$ cat src/rtl/parity_data_beh_if.sv
// Byte-wide parity bus: data word plus received parity in, computed parity
// and error status out. The master drives the word, the slave checks it.
interface parity_data_beh_if;
    logic [7:0] data;
    logic       par_in;
    logic       chk_en;
    logic       pe;
    logic       par_err;
    logic       err_sticky;
    logic [7:0] err_cnt;

    modport master (
        output data,
        output par_in,
        output chk_en,
        input  pe,
        input  par_err,
        input  err_sticky,
        input  err_cnt
    );

    modport slave (
        input  data,
        input  par_in,
        input  chk_en,
        output pe,
        output par_err,
        output err_sticky,
        output err_cnt
    );
endinterface

$ cat src/rtl/parity_data_beh.sv
// Registered 8-bit parity generator/checker. Every cycle the parity of the
// sampled word is registered onto pe; when checking is enabled the received
// parity is compared and a one-cycle error flag, a sticky flag and a
// saturating mismatch counter are kept. All outputs come straight from flops.
module parity_data_beh #(
    parameter logic ODD_PARITY = 1'b0
) (
    input logic              clk,
    input logic              rst,
    parity_data_beh_if.slave bus
);

    // Counter increment that holds at the top value instead of wrapping.
    function automatic logic [7:0] sat_inc(input logic [7:0] cnt);
        if (cnt == 8'hFF) begin
            return cnt;
        end
        return cnt + 8'd1;
    endfunction

    // Stage p0: combinational parity and mismatch of the current sample.
    logic p_p0;
    logic mismatch_p0;

    assign p_p0        = (^bus.data) ^ ODD_PARITY;
    assign mismatch_p0 = bus.chk_en & (bus.par_in != p_p0);

    // Stage p1: registered outputs.
    logic       pe_p1;
    logic       par_err_p1;
    logic       err_sticky_p1;
    logic [7:0] err_cnt_p1;

    // Register parity and error status; reset clears everything, even pe.
    always_ff @(posedge clk) begin
        if (rst) begin
            pe_p1         <= 1'b0;
            par_err_p1    <= 1'b0;
            err_sticky_p1 <= 1'b0;
            err_cnt_p1    <= 8'd0;
        end else begin
            pe_p1      <= p_p0;
            par_err_p1 <= mismatch_p0;
            if (mismatch_p0) begin
                err_sticky_p1 <= 1'b1;
                err_cnt_p1    <= sat_inc(err_cnt_p1);
            end
        end
    end

    assign bus.pe         = pe_p1;
    assign bus.par_err    = par_err_p1;
    assign bus.err_sticky = err_sticky_p1;
    assign bus.err_cnt    = err_cnt_p1;

endmodule

$ cat src/flat_wrapper.sv
// flat-port wrapper written by rule: the top's interface ports become plain ports
module parity_data_beh_flat 
#(
    parameter logic ODD_PARITY = 1'b0
)
  (clk, rst, bus_data, bus_par_in, bus_chk_en, bus_pe, bus_par_err, bus_err_sticky, bus_err_cnt);
  parity_data_beh_if bus_i ();
  input logic clk;
  input logic rst;
  input wire logic [$bits(bus_i.data)-1:0] bus_data;
  input wire logic [$bits(bus_i.par_in)-1:0] bus_par_in;
  input wire logic [$bits(bus_i.chk_en)-1:0] bus_chk_en;
  output wire logic [$bits(bus_i.pe)-1:0] bus_pe;
  output wire logic [$bits(bus_i.par_err)-1:0] bus_par_err;
  output wire logic [$bits(bus_i.err_sticky)-1:0] bus_err_sticky;
  output wire logic [$bits(bus_i.err_cnt)-1:0] bus_err_cnt;
  assign bus_i.data = bus_data;
  assign bus_i.par_in = bus_par_in;
  assign bus_i.chk_en = bus_chk_en;
  assign bus_pe = bus_i.pe;
  assign bus_par_err = bus_i.par_err;
  assign bus_err_sticky = bus_i.err_sticky;
  assign bus_err_cnt = bus_i.err_cnt;
  parity_data_beh #(.ODD_PARITY(ODD_PARITY)) u_core (.clk(clk), .rst(rst), .bus(bus_i));
endmodule
$ cat config.mk
export PLATFORM = sky130hd
export DESIGN_NAME = parity_data_beh_flat
export DESIGN_NICKNAME = d
export VERILOG_FILES = /design/src/rtl/parity_data_beh_if.sv /design/src/rtl/parity_data_beh.sv /design/src/flat_wrapper.sv
export SDC_FILE = /design/constraint.sdc
export NUM_CORES = 1
export LEC_CHECK = 0
export ABC_AREA = 1
export CAP_MARGIN = 20
export CORE_MARGIN = 2
export CORE_UTILIZATION = 30
export CTS_CLUSTER_DIAMETER = 100
export DETAILED_ROUTE_END_ITERATION = 6
export GPL_TIMING_DRIVEN = 0
export MAX_ROUTING_LAYER = met4
export PLACE_DENSITY = 0.54
export SLEW_MARGIN = 20
export SYNTH_ARGS = -nofsm -noshare
export SYNTH_HDL_FRONTEND = slang
export SYNTH_SLANG_ARGS = --single-unit
$ cat constraint.sdc
create_clock -name clk -period 1.3 [get_ports clk]
set_input_delay 0.195 -clock clk [delete_from_list [all_inputs] [get_ports clk]]
set_output_delay 0.195 -clock clk [all_outputs]
set_load 0.005 [all_outputs]
==> metrics.csv <==
metric;value;unit
multi_input_area;601;um^2
die_x;55.4;um
die_area;3070;um^2
drv_cap;0;
grt_pass1_vias;788;
swShare;32.9;%
grt_pass1_wl;3.10;mm
synth_top_area_share;27.8;%
yosys.area_share.simple;54.7;%
ys_warn_count;0;
grt_max_degree;10;
start_kind;flop;
die_h;55.4;um
clockPowerShare;27.3;%
rsz0062_at_grt;yes;
crit_type;flop to flop;
critical_path_required;1.47;ns
worstSetupEndpointType;flop;
synth_fa_ha_area_share;1.58;%
cts_hold_buf;0;
ant_nets;0;
seq_power_share;42.0;%
synthXorXnorAreaFrac;0;%
cts_tree;done;
slowest_stage;dfxtp_2;
layout_common_cells;nand2_1, nor2_1, nand2_2;
htree_num_levels;1;
diodes;0;
switchingPower;290;uW
clockRootBuffer;clkbuf_4;
numCtsBuffers;3;
synth_top_cell_by_area;dfxtp_1;
dr.pass1.iters;4;
fmax;723;MHz
io_buffers;22;
grt_use_total;12.7;%
synth_compound_area_share;7.41;%
hold_viol;0;
muxShareOfSynthArea;0;%
synth_area;793;um^2
slew_headroom;81.4;%
status;finished, violations left;
synth_seq_area_share;27.8;%
place_congestion;0.788;
p_per_area;731;nW/um^2
seqCellArea;230;um^2
final.setup.worst_slack;-0.0836;ns
wl_per_cell;9.31;um
antenna_found_initial;0;
dp_hpwl;1.25;mm
timing.setup.tns;-0.507;ns
num_vias;835;
worstHoldStart;u_core.bus.err_sticky;
total_power;882;uW
hold_depth;1;
nets;172;
ys_ff_latch;11;
critical_path.max_fanout;3;
synth_nets;139;
hp-class;flop to flop;
worstPathCellList;ha_4 > nand2_4 > nor3_4 > nand2_1 > nor2_2 > inv_2 > nand2_4 > nor2_1 > a21oi_2 > nor2_1;
cpPeakStageDelay;0.36;ns
period_share;106;%
yosysUniqueCellTypes;20;
n_fill_cell;263;
synthCells;126;
arrival;1.55;ns
design_area;1210;um^2
synth_top_family_by_area;simple AND/OR/NAND/NOR gates;
ir_drop;0.605;mV
pwr-share-comb;30.7;%
num_io_pins;23;
avgSynthCellArea;6.30;um^2
overflow;0;
rrSetupSlack;-0.08;ns
min_to;u_core.bus.err_sticky;
violations;setup timing;
final_layout_size_suffix_gt1_share;38.6;%
design.core.area;2500;um^2
rows;18;
cts.clk_slew.worst_paths;0.07;ns
p_int;592;uW
leakage;0.652;nW
timing.rr.end;u_core.bus.err_cnt[5];
routed_wl;1.75;mm
worstMarginPinSlew;0.277;ns
place_area;1070;um^2
period_needed;1.38;ns
crit-reg2reg-launch;u_core.bus.err_cnt[0];
syn2layout_area_growth;52.2;%
rr_worst_depth;10;
mostFrequentLayoutCell;nand2_1;
drt_iter0_drc;9;
viasPerCell;4.44;
drc;0;
clkSinkCount;11;
clkLatencyLatePin;0.27;ns
start_util;31.7;%
ys_top_cells_by_area;dfxtp_1, nand2_1, nor2_1;
clockBufferDepth;2;
finalSetupViolCount;8;
maxSlewViolCount;0;
finClkSkew;0.00265;ns
[Yosys cell counts]
library cell,number
nor3_1,1
nand2_4,4
nor2_2,1
o21ai_0,1
nor2_8,1
nand3_4,1
a21oi_4,1
nor3_2,1
inv_1,14
a21oi_1,6
nand3_1,6
nand4_4,1
nand2_1,48
clkinv_1,1
nand2_2,5
o21a_1,1
inv_2,3
ha_1,1
nor2_1,18
dfxtp_1,11
[logic make-up (layout without fill, tap and decap cells)]
| kind of cell | Yosys count | count (layout) |
|---|---|---|
| adder cells (fa/ha/maj) | 1 | 1 |
| AND/OR/NAND/NOR | 87 | 88 |
| AO/OA/AOI/OAI | 9 | 9 |
| buffers and inverters | 18 | 49 |
| flip-flops | 11 | 11 |
[registers in the layout (all words and copies together) (netlist names)]
name	flops
u_core.bus.par_err	1
u_core.bus.err_sticky	1
u_core.bus.err_cnt	8
u_core.bus.pe	1
[power by group through the flow]
| stage | registers [mW] | clock network (mW) | logic (mW) |
|---|---|---|---|
| 5_1_grt | 0.372 | 0.261 | 0.304 |
| 2_1_floorplan | 0.379 | 0 | 0.155 |
| 6_report | 0.371 | 0.241 | 0.270 |
| 3_5_place_dp | 0.378 | 0 | 0.257 |
| 4_1_cts | 0.371 | 0.252 | 0.259 |
| 3_3_place_gp | 0.378 | 0 | 0.250 |
[routing by layer]
| layer | wire length (um) | global-route usage (%) |
|---|---|---|
| met5 | 0 | - |
| met4 | 8 | 2.79 |
| met3 | 88 | 4.68 |
| met2 | 860 | 20.1 |
| met1 | 793 | 15.3 |
[area by class of cell]
type	instances	area share, %
Tap cell	30	3.11
Inverter	18	5.80
Sequential cell	11	19.1
Multi-Input combinational cell	98	49.7
Clock buffer	4	2.18
Timing Repair Buffer	27	20.1
[what timing repair did]
item	CTS	global route
pin swaps	10	13
resized for setup	25	32
gates cloned	1	0
buffers inserted	4	1
endpoints found under the setup margin	18	13
[worst max-delay path, delay by kind of cell (launching register included)]
family / cells / cell delay [ns]
simple gates: 7 / 0.55
flops: 1 / 0.36
fa+ha+maj: 1 / 0.16
compound gates: 1 / 0.11
buf+inv: 1 / 0.07
[how the worst max path moves through the flow]
stage / endpoint / startpoint / depth (start not counted) / slack [ns]
2_1_floorplan: u_core.bus.err_cnt[5] / u_core.bus.err_cnt[1] / 10 / -0.03
3_3_place_gp: u_core.bus.err_cnt[4] / bus_data[1] / 12 / -0.41
3_5_place_dp: u_core.bus.err_cnt[3] / bus_data[5] / 13 / -0.46
4_1_cts: u_core.bus.err_cnt[7] / u_core.bus.err_cnt[1] / 10 / -0.09
5_1_grt: u_core.bus.err_cnt[7] / u_core.bus.err_cnt[0] / 11 / -0.22
6_report: u_core.bus.err_cnt[5] / u_core.bus.err_cnt[0] / 10 / -0.08
[stage by stage]
step                hold WS [ns]  setup WS [ns]  util, %  std cells
detailed placement         0.457         -0.465     43.0        178
global route               0.476         -0.222     48.3        188
finish                     0.454        -0.0836     48.3        188
floorplan                  0.264        -0.0312        -        126
CTS                        0.470        -0.0910     46.2        187
global placement           0.450         -0.414     43.0        178
Note: power is estimated with default switching activity, not from simulation.
